<file path="src/rtl/cordic_arb_pkg.sv">
// Shared definitions for the CORDIC vectoring arbiter: default operand
// widths, FSM state encoding and the requester-index width helper.
package cordic_arb_pkg;

    localparam int DEF_INT_WIDTH   = 6;
    localparam int DEF_FRACT_WIDTH = 12;
    localparam int DEF_DATA_WIDTH  = DEF_INT_WIDTH + DEF_FRACT_WIDTH;

    typedef enum logic [1:0] {
        ST_IDLE  = 2'd0,
        ST_RUN   = 2'd1,
        ST_DRAIN = 2'd2,
        ST_RESP  = 2'd3
    } arb_state_e;

    // Bits needed to index n requesters (never less than one bit).
    function automatic int id_width(input int n);
        return (n <= 2) ? 1 : $clog2(n);
    endfunction

endpackage

</file>
<file path="src/rtl/rr_arbiter.sv">
// Round-robin arbiter with its own last-grant pointer. The search starts
// one position above the last winner and wraps, so a requester that keeps
// its request high cannot starve the others. The pointer only moves when
// advance_i is high and some request is present.
module rr_arbiter #(
    parameter int N   = 4,
    parameter int IDW = 2
) (
    input  logic           clk_i,
    input  logic           rst_i,
    input  logic [N-1:0]   req_i,
    input  logic           advance_i,
    output logic [N-1:0]   grant_o,
    output logic [IDW-1:0] grant_idx_o,
    output logic           grant_valid_o
);

    logic [IDW-1:0] last_grant_q;
    logic [N-1:0]   mask_hi;
    logic [N-1:0]   req_hi;
    logic [N-1:0]   pick;
    logic [IDW-1:0] idx_chain [N+1];

    // Requesters strictly above the last winner get first chance.
    for (genvar gi = 0; gi < N; gi++) begin : g_mask
        assign mask_hi[gi] = (IDW'(gi) > last_grant_q);
    end

    assign req_hi        = req_i & mask_hi;
    assign pick          = (req_hi != '0) ? req_hi : req_i;
    // Isolate the lowest set bit of the chosen vector.
    assign grant_o       = pick & (~pick + {{(N-1){1'b0}}, 1'b1});
    assign grant_valid_o = |req_i;

    // One-hot to binary encoder built as an OR chain.
    assign idx_chain[0] = '0;
    for (genvar gi = 0; gi < N; gi++) begin : g_enc
        assign idx_chain[gi+1] = idx_chain[gi] | (grant_o[gi] ? IDW'(gi) : '0);
    end
    assign grant_idx_o = idx_chain[N];

    // Pointer starts at N-1 so requester 0 wins the first arbitration.
    always_ff @(posedge clk_i or posedge rst_i) begin
        if (rst_i) begin
            last_grant_q <= IDW'(N - 1);
        end else if (advance_i && grant_valid_o) begin
            last_grant_q <= grant_idx_o;
        end
    end

endmodule

</file>
<file path="src/rtl/cordic_vec_arbiter.sv">
// Shares one vectoring CORDIC among NUM_REQ requesters. Grants one request
// at a time, latches its operands, runs the CORDIC enable/valid protocol
// (enable held until valid, then low for DRAIN_CYCLES) and returns the
// result with the owner's index over a valid/ready port.
// Optional watchdog: define CORDIC_ARB_TIMEOUT_EN to abort a RUN phase
// that sees no valid edge within TIMEOUT_CYCLES; the response then carries
// rsp_err_o=1 and zero results.
module cordic_vec_arbiter
    import cordic_arb_pkg::*;
#(
    parameter int NUM_REQ        = 4,
    parameter int INT_WIDTH      = DEF_INT_WIDTH,
    parameter int FRACT_WIDTH    = DEF_FRACT_WIDTH,
    parameter int DATA_WIDTH     = INT_WIDTH + FRACT_WIDTH,
    parameter int ID_WIDTH       = id_width(NUM_REQ),
    parameter int DRAIN_CYCLES   = 1,
    parameter int TIMEOUT_CYCLES = 64
) (
    input  logic                          clk_i,
    input  logic                          rst_i,
    input  logic [NUM_REQ-1:0]            req_i,
    input  logic [NUM_REQ*DATA_WIDTH-1:0] req_x_i,
    input  logic [NUM_REQ*DATA_WIDTH-1:0] req_y_i,
    output logic [NUM_REQ-1:0]            req_ack_o,
    output logic                          cordic_enable_o,
    output logic [DATA_WIDTH-1:0]         cordic_in1_o,
    output logic [DATA_WIDTH-1:0]         cordic_in2_o,
    input  logic                          cordic_valid_i,
    input  logic [DATA_WIDTH-1:0]         cordic_mag_i,
    input  logic [DATA_WIDTH-1:0]         cordic_angle_i,
    output logic                          rsp_valid_o,
    input  logic                          rsp_ready_i,
    output logic [ID_WIDTH-1:0]           rsp_id_o,
    output logic [DATA_WIDTH-1:0]         rsp_mag_o,
    output logic [DATA_WIDTH-1:0]         rsp_angle_o,
    output logic                          rsp_err_o,
    output logic                          busy_o
);

    localparam int DRAIN_W = 2;

    arb_state_e            state_q;
    logic [NUM_REQ-1:0]    req_ack_q;
    logic                  enable_q;
    logic [DATA_WIDTH-1:0] in1_q;
    logic [DATA_WIDTH-1:0] in2_q;
    logic                  rsp_valid_q;
    logic [ID_WIDTH-1:0]   rsp_id_q;
    logic [DATA_WIDTH-1:0] rsp_mag_q;
    logic [DATA_WIDTH-1:0] rsp_angle_q;
    logic                  busy_q;
    logic                  valid_prev_q;
    logic [DRAIN_W-1:0]    drain_cnt_q;

    logic [DATA_WIDTH-1:0] op_x [NUM_REQ];
    logic [DATA_WIDTH-1:0] op_y [NUM_REQ];
    logic [NUM_REQ-1:0]    grant_onehot;
    logic [ID_WIDTH-1:0]   grant_idx;
    logic                  grant_valid;
    logic                  valid_rise;

`ifdef CORDIC_ARB_TIMEOUT_EN
    localparam int WD_W = $clog2(TIMEOUT_CYCLES + 1);
    logic [WD_W-1:0] wdog_q;
    logic            rsp_err_q;
    assign rsp_err_o = rsp_err_q;
`else
    assign rsp_err_o = 1'b0;
`endif

    // Split the packed operand buses into per-requester slices.
    for (genvar gi = 0; gi < NUM_REQ; gi++) begin : g_ops
        assign op_x[gi] = req_x_i[gi*DATA_WIDTH +: DATA_WIDTH];
        assign op_y[gi] = req_y_i[gi*DATA_WIDTH +: DATA_WIDTH];
    end

    // The pointer advances only on the IDLE edge that actually grants.
    rr_arbiter #(
        .N   (NUM_REQ),
        .IDW (ID_WIDTH)
    ) u_rr (
        .clk_i         (clk_i),
        .rst_i         (rst_i),
        .req_i         (req_i),
        .advance_i     (state_q == ST_IDLE),
        .grant_o       (grant_onehot),
        .grant_idx_o   (grant_idx),
        .grant_valid_o (grant_valid)
    );

    // A completion is the first cycle valid is seen high.
    assign valid_rise = cordic_valid_i && !valid_prev_q;

    // Sequencer: grant, run the CORDIC, drain, then hold the response.
    always_ff @(posedge clk_i or posedge rst_i) begin
        if (rst_i) begin
            state_q      <= ST_IDLE;
            req_ack_q    <= '0;
            enable_q     <= 1'b0;
            in1_q        <= '0;
            in2_q        <= '0;
            rsp_valid_q  <= 1'b0;
            rsp_id_q     <= '0;
            rsp_mag_q    <= '0;
            rsp_angle_q  <= '0;
            busy_q       <= 1'b0;
            valid_prev_q <= 1'b0;
            drain_cnt_q  <= '0;
`ifdef CORDIC_ARB_TIMEOUT_EN
            wdog_q       <= '0;
            rsp_err_q    <= 1'b0;
`endif
        end else begin
            valid_prev_q <= cordic_valid_i;
            req_ack_q    <= '0;
            case (state_q)
                ST_IDLE: begin
                    if (grant_valid) begin
                        req_ack_q <= grant_onehot;
                        in1_q     <= op_x[grant_idx];
                        in2_q     <= op_y[grant_idx];
                        rsp_id_q  <= grant_idx;
                        enable_q  <= 1'b1;
                        busy_q    <= 1'b1;
                        state_q   <= ST_RUN;
`ifdef CORDIC_ARB_TIMEOUT_EN
                        wdog_q    <= '0;
`endif
                    end
                end
                ST_RUN: begin
                    if (valid_rise) begin
                        rsp_mag_q   <= cordic_mag_i;
                        rsp_angle_q <= cordic_angle_i;
                        enable_q    <= 1'b0;
                        drain_cnt_q <= '0;
                        state_q     <= ST_DRAIN;
                    end
`ifdef CORDIC_ARB_TIMEOUT_EN
                    else if (wdog_q == WD_W'(TIMEOUT_CYCLES - 1)) begin
                        rsp_mag_q   <= '0;
                        rsp_angle_q <= '0;
                        rsp_err_q   <= 1'b1;
                        enable_q    <= 1'b0;
                        drain_cnt_q <= '0;
                        state_q     <= ST_DRAIN;
                    end else begin
                        wdog_q <= wdog_q + 1'b1;
                    end
`endif
                end
                ST_DRAIN: begin
                    if (drain_cnt_q == DRAIN_W'(DRAIN_CYCLES - 1)) begin
                        rsp_valid_q <= 1'b1;
                        state_q     <= ST_RESP;
                    end else begin
                        drain_cnt_q <= drain_cnt_q + 1'b1;
                    end
                end
                ST_RESP: begin
                    if (rsp_ready_i) begin
                        rsp_valid_q <= 1'b0;
                        busy_q      <= 1'b0;
                        state_q     <= ST_IDLE;
`ifdef CORDIC_ARB_TIMEOUT_EN
                        rsp_err_q   <= 1'b0;
`endif
                    end
                end
                default: state_q <= ST_IDLE;
            endcase
        end
    end

    assign req_ack_o       = req_ack_q;
    assign cordic_enable_o = enable_q;
    assign cordic_in1_o    = in1_q;
    assign cordic_in2_o    = in2_q;
    assign rsp_valid_o     = rsp_valid_q;
    assign rsp_id_o        = rsp_id_q;
    assign rsp_mag_o       = rsp_mag_q;
    assign rsp_angle_o     = rsp_angle_q;
    assign busy_o          = busy_q;

endmodule

</file>
<file path="config.mk">
export PLATFORM = sky130hd
export DESIGN_NAME = cordic_vec_arbiter
export DESIGN_NICKNAME = d
export VERILOG_FILES = /design/src/rtl/cordic_arb_pkg.sv /design/src/rtl/rr_arbiter.sv /design/src/rtl/cordic_vec_arbiter.sv
export SDC_FILE = /design/constraint.sdc
export NUM_CORES = 1
export LEC_CHECK = 0
export CORE_MARGIN = 2
export CORE_UTILIZATION = 40
export CTS_CLUSTER_SIZE = 10
export DETAILED_ROUTE_END_ITERATION = 10
export PLACE_DENSITY = 0.89
export SLEW_MARGIN = 20
export SYNTH_ARGS = -nofsm -noshare
export SYNTH_HDL_FRONTEND = slang
export SYNTH_HIERARCHICAL = 1
export SYNTH_SLANG_ARGS = --single-unit
</file>
<file path="constraint.sdc">
create_clock -name clk_i -period 9.05 [get_ports clk_i]
set_clock_uncertainty 0.05 [all_clocks]
set_input_delay 2.2625 -clock clk_i [delete_from_list [all_inputs] [get_ports clk_i]]
set_output_delay 2.2625 -clock clk_i [all_outputs]
set_load 0.005 [all_outputs]
</file>
==> impl_metrics.ini, run 1 <==
[status]
status = complete, no violations

[routing]
num_vias = 4064
first_iter_violations = 232
postRouteAntennaNets = 0
firstDrtPassIters = 4
vias_per_cell = 5.21
remaining_drc_errors = 0
drt-total-wl_um = 14500
wl_per_cell_um = 18.5

[clock_tree]
cts_htree_levels = 3
root_buffer = clkbuf_16
cts_sinks = 88
ctsHoldBuffers = 0
cts_resized = 0
cts_setup_buffers = 0
cts_made_buffers = 9
clkSlewWorstSetupHoldPaths_ns = 0.06
cts_tree = yes
clk_latency_ns = 0.33
clk_path_buf_depth = 2

[setup_path]
crit_path_end_kind = flop
crit_fanout = 66
critPathKind = input port to flop
critPathArrivalTime_ns = 5.14
worstPathRequired_ns = 9.16
startpoint_type = input port

[layout]
fillers = 831
n_antenna_cell = 0
synthToLayoutAreaGrowth_pct = 64.0
final_nets = 828
stdcell_count = 780
drive_gt1_share_pct = 9.73

[yosys]
synth_most_common_cell = dfrtp_1
yosysUniqueCellTypes = 43
yosys-top-cells-area = dfrtp_1 (46%), mux2i_1 (16%), o221ai_2 (9.5%)
ys_seq_area_share_pct = 46.7
yosys_warnings = 6
synthArstFlopShare_pct = 100
yosys.area.top_type_share_pct = 45.6
synth.top_cells.by_count = dfrtp_1 (86), mux2i_1 (75), nand2_1 (45)
synth-edff-count = 0
syn_area_per_cell_sq_um = 12.6
syn-num-nets = 570
synthFlopType = dfrtp_1
yosys.area.top_type = dfrtp_1
postSynthCellCount = 374
yosys_register_bits = 88
syn-cell-area_sq_um = 4720

[sta]
tightest_slew_ns = 1.09
period_share_pct = 55.5
slew_headroom_pct = 27.1
fmax_mhz = 199
finalSetupViolations = 0
hold_violations = 0
setup-tns-final_ns = 0
rsz0062_at_grt = false
slew_viol_final = 0
period_minus_slack_ns = 5.03

[power_and_ir_drop]
power_frac_comb_pct = 52.0
power.internal_mw = 1.48
p_sw_mw = 0.751
pwr-share-clk_pct = 16.8
p_per_area_nw_per_um2 = 289
power_leakage_nw = 3.33
peakVddDrop_mv = 0.156
seq_power_share_pct = 31.2
switching_share_pct = 33.6

[placement]
gp_congestion = 0.887
dp.cells = 764
portBuffers = 268
dp_hpwl_um = 10900

[die]
die_w_um = 113
core-area_sq_um = 11500
start_util_pct = 41.2
io_pins = 270
die_area_sq_um = 12700
rows = 39
die_h_um = 113

[global_routing]
antenna_found_initial = 0
grt_pass1_vias = 4392
grt_pass1_wl_um = 22800
grt_max_degree = 67
gr-usage-all-layers_pct = 22.5
gr-total-overflow = 0

[run]
max-cap-violations = 0

[worst_hold_path]
holdCritPathClass = flop to flop
## power groups by stage
stage          clock network [mW]  registers [mW]  logic (mW)
2_1_floorplan                   0           0.699       0.623
3_3_place_gp                    0           0.691        1.14
3_5_place_dp                    0           0.702        1.18
4_1_cts                     0.384           0.698        1.18
5_1_grt                     0.403           0.722        1.26
6_report                    0.375           0.697        1.16
## layer usage
| metal | share of wire, % | GRT usage (%) | vias up |
|---|---|---|---|
| met3 | 9.4 | 8.21 | 15 |
| met1 | 37 | 24.9 | 1983 |
| li1 | - | - | 1889 |
| met2 | 52 | 40.3 | 177 |
| met4 | 1.7 | 6.91 | 0 |
| met5 | 0 | 0 | - |
## cells in the final DEF, fill, tap and decap left out, types with 2 or more instances in the layout
cell type / netlist / layout
nand2b_1: 5 / 5
dfrtp_1: 86 / 86
a31oi_1: 2 / 2
and2_1: 2 / 2
o211a_1: 2 / 2
and3_1: 4 / 4
o221ai_1: 6 / 6
a21oi_1: 4 / 4
clkinvlp_4: 0 / 2
inv_1: 9 / 8
mux2_2: 2 / 2
clkdlybuf4s50_1: 0 / 268
dfstp_2: 2 / 2
mux2i_1: 75 / 75
o221ai_2: 30 / 30
nor2_1: 5 / 5
mux2_1: 38 / 38
nand2_1: 45 / 45
ha_1: 8 / 8
clkbuf_1: 1 / 2
clkbuf_16: 0 / 9
o22ai_1: 2 / 2
buf_4: 3 / 4
## final timing paths
path / from / end / slack [ns] / depth (start not counted)
max in group asynchronous: rst_i / rsp_mag_o[11]$_DFFE_PP0P_ / 5.54 / 3
min reg2reg: cordic_in2_o[12]$_DFFE_PP0P_ / cordic_in2_o[12]$_DFFE_PP0P_ / 0.44 / 2
min in group asynchronous: rst_i / u_rr/last_grant_q[0]$_DFFE_PP1P_ / 2.28 / 2
min: cordic_in2_o[12]$_DFFE_PP0P_ / cordic_in2_o[12]$_DFFE_PP0P_ / 0.44 / 2
max reg2reg: u_rr/last_grant_q[0]$_DFFE_PP1P_ / cordic_in1_o[13]$_DFFE_PP0P_ / 6.07 / 6
max: req_i[1] / cordic_in1_o[13]$_DFFE_PP0P_ / 4.02 / 7
## critical path: stages
cell	delay (ns)
clkdlybuf4s50_1	0.53
o21ai_0	0.26
nor2_1	0.10
nor3_4	0.51
buf_4	0.91
mux2i_1	0.34
o221ai_2	0.13
## metrics by stage
| stage | setup slack (ns) | util, % | total power [mW] | instance area [sq um] | hold WS [ns] |
|---|---|---|---|---|---|
| 2_1_floorplan | 4.52 | - | 1.32 | 4720 | 0.421 |
| 3_3_place_gp | 3.75 | 64.9 | 1.83 | 7450 | 0.413 |
| 3_5_place_dp | 3.65 | 64.9 | 1.88 | 7450 | 0.419 |
| 4_1_cts | 4.02 | 67.6 | 2.26 | 7750 | 0.438 |
| 5_1_grt | 3.84 | 67.6 | 2.38 | 7750 | 0.453 |
| 6_report | 4.02 | 67.6 | 2.24 | 7750 | 0.436 |
## sequential cells by signal, indices dropped and copies added (netlist names)
register	cells
req_ack_o	4
valid_prev_q	1
drain_cnt_q	2
u_rr/last_grant_q	2
cordic_enable_o	1
cordic_in2_o	18
rsp_angle_o	18
rsp_valid_o	1
rsp_mag_o	18
state_q	2
cordic_in1_o	18
rsp_id_o	2
busy_o	1
## cell families after synthesis
logic type                 after synthesis  synth area share, %
AOI/OAI and AO/OA                       58                 14.2
other                                    1               0.0794
and+or+nand+nor                         69                 7.00
DFF                                     88                 46.7
buffers and inverters                   35                 4.50
adders and majority gates                8                 2.12
muxes                                  115                 25.4
## final cells by class
type                       instances  area, sq um  area share, %
sequential                        88         2200           28.5
inverter                          10         38.8          0.501
clock inverter                     4         53.8          0.695
multi-input combinational        251         2310           29.8
tap                              143          179           2.31
clock buffer                      12          246           3.18
timing repair buffer             272         2710           35.0
(Power assumes the default switching activity.)
==> inputs of run 2 (changes only) <==
- CORE_UTILIZATION: 40 -> 39
- PLACE_DENSITY: 0.89 -> 0.87
- clock period: 9.05 -> 5.06 ns (I/O delays scaled with it)
==> impl_metrics.ini, run 2 (synthesized netlist as in run 1, its figures left out) <==
[sta]
slew_headroom_pct = 53.0
setup-tns-final_ns = 0
tightest_slew_ns = 0.705
fmax_mhz = 296
period_minus_slack_ns = 3.38
slew_viol_final = 0
post-route-worst-setup-slack_ns = 1.68
period_share_pct = 66.8
rsz0062_at_grt = false
finalSetupViolations = 0
hold_slack_ns = 0.432
hold_violations = 0

[routing]
wl_per_cell_um = 18.0
vias_per_cell = 5.21
drt-total-wl_um = 14200
postRouteAntennaNets = 0
first_iter_violations = 132
firstDrtPassIters = 5
remaining_drc_errors = 0
num_vias = 4098

[setup_path]
worstRegToRegCells = 6
critPathKind = input port to flop
worstPathRequired_ns = 5.25
timing.rr.end = cordic_in2_o[10]$_DFFE_PP0P_
critPathArrivalTime_ns = 3.57
startpoint_type = input port
crit_path_end_kind = flop
r2r_slack_ns = 2.77
crit_fanout = 20
r2r_start = u_rr/last_grant_q[0]$_DFFE_PP1P_

[clock_tree]
clkSlewWorstSetupHoldPaths_ns = 0.06
cts_setup_buffers = 0
root_buffer = clkbuf_16
cts_tree = yes
cts_htree_levels = 3
cts_sinks = 88
cts_resized = 0
ctsHoldBuffers = 0
clk_latency_ns = 0.33
cts_made_buffers = 9
clk_path_buf_depth = 2

[power_and_ir_drop]
pwr-share-clk_pct = 15.9
power.internal_mw = 2.64
peakVddDrop_mv = 0.278
power_frac_comb_pct = 52.7
p_sw_mw = 1.35
p_per_area_nw_per_um2 = 514
switching_share_pct = 33.7
seq_power_share_pct = 31.4
power_leakage_nw = 3.35
fin_total_pwr_mw = 3.99

[layout]
synthToLayoutAreaGrowth_pct = 64.3
n_antenna_cell = 0
final_cell_mix = clkdlybuf4s50_1 (268), dfrtp_1 (86), mux2i_1 (75)
postLayoutCoreUtil_pct = 65.1
layout_commonest_cell = clkdlybuf4s50_1
drive_gt1_share_pct = 9.86
final_nets = 830

[die]
start_util_pct = 39.6
die_w_um = 114
rows = 40
die_h_um = 114
die_area_sq_um = 13000
io_pins = 270
core-area_sq_um = 11900

[placement]
place_ws_ns = 1.31
gp_congestion = 0.770
dp_hpwl_um = 11300
portBuffers = 268

[global_routing]
gr-usage-all-layers_pct = 21.5
grt_pass1_vias = 4420
grt_pass1_wl_um = 21900
gr-total-overflow = 0
antenna_found_initial = 0
grt_max_degree = 48

[run]
max-cap-violations = 0

[worst_hold_path]
hp-start = rsp_id_o[0]$_DFFE_PP0P_
whs_path_depth = 2
holdCritPathClass = flop to flop
min_to = rsp_id_o[0]$_DFFE_PP0P_

[status]
status = complete, no violations
run 2: cell count changes in the layout (fill, tap and decap cells not counted):
cell / before / now
clkinv_2: 1 / 4
clkbuf_8: 1 / 0
clkbuf_1: 2 / 3
buf_12: 0 / 1
clkinv_4: 1 / 0
clkinvlp_4: 2 / 0
buf_4: 4 / 5
run 2: final cells by class:
| class | instances | area [sq um] |
|---|---|---|
| fill | 915 | 4150 |
| timing repair buffer | 274 | 2740 |
| multi-input combinational | 251 | 2310 |
| sequential | 88 | 2200 |
| clock buffer | 12 | 236 |
| tap | 147 | 184 |
| clock inverter | 4 | 45.0 |
| inverter | 10 | 38.8 |
run 2: metal layers:
metal | track usage, % | vias up | share of wire (%)
met5 | 0 | - | 0
met2 | 39.0 | 216 | 51
met4 | 7.97 | 0 | 2.5
met3 | 8.02 | 24 | 11
met1 | 22.5 | 1949 | 36
li1 | - | 1909 | -
run 2: worst max-delay path, cell delays in order:
cell and delay [ns]:
clkdlybuf4s50_1 0.63, nor2_1 0.12, o311ai_1 0.42, nand3_2 0.55, buf_12 0.37, o221ai_2 0.19
run 2: power by group through the flow:
stage | clock network [mW] | logic [mW] | registers [mW]
after floorplan | 0 | 1.11 | 1.25
after global routing | 0.686 | 2.28 | 1.30
final | 0.634 | 2.10 | 1.25
after detailed placement | 0 | 2.12 | 1.27
after global placement | 0 | 2.06 | 1.24
after CTS | 0.654 | 2.13 | 1.26
run 2: worst max-delay path by stage:
stage | depth (start not counted) | start | endpoint
floorplan | 1 | rst_i | busy_o$_DFFE_PP0P_
global placement | 7 | req_i[3] | cordic_in2_o[10]$_DFFE_PP0P_
detailed placement | 7 | req_i[1] | cordic_in2_o[10]$_DFFE_PP0P_
CTS | 7 | req_i[1] | cordic_in2_o[10]$_DFFE_PP0P_
global route | 6 | req_i[3] | cordic_in1_o[14]$_DFFE_PP0P_
finish | 6 | req_i[3] | cordic_in2_o[11]$_DFFE_PP0P_
run 2: per-stage QoR:
step / std cells / cell area, sq um
4_1_cts: 786 / 7760
3_3_place_gp: 770 / 7480
3_5_place_dp: 770 / 7480
2_1_floorplan: 374 / 4720
5_1_grt: 786 / 7760
6_report: 786 / 7760
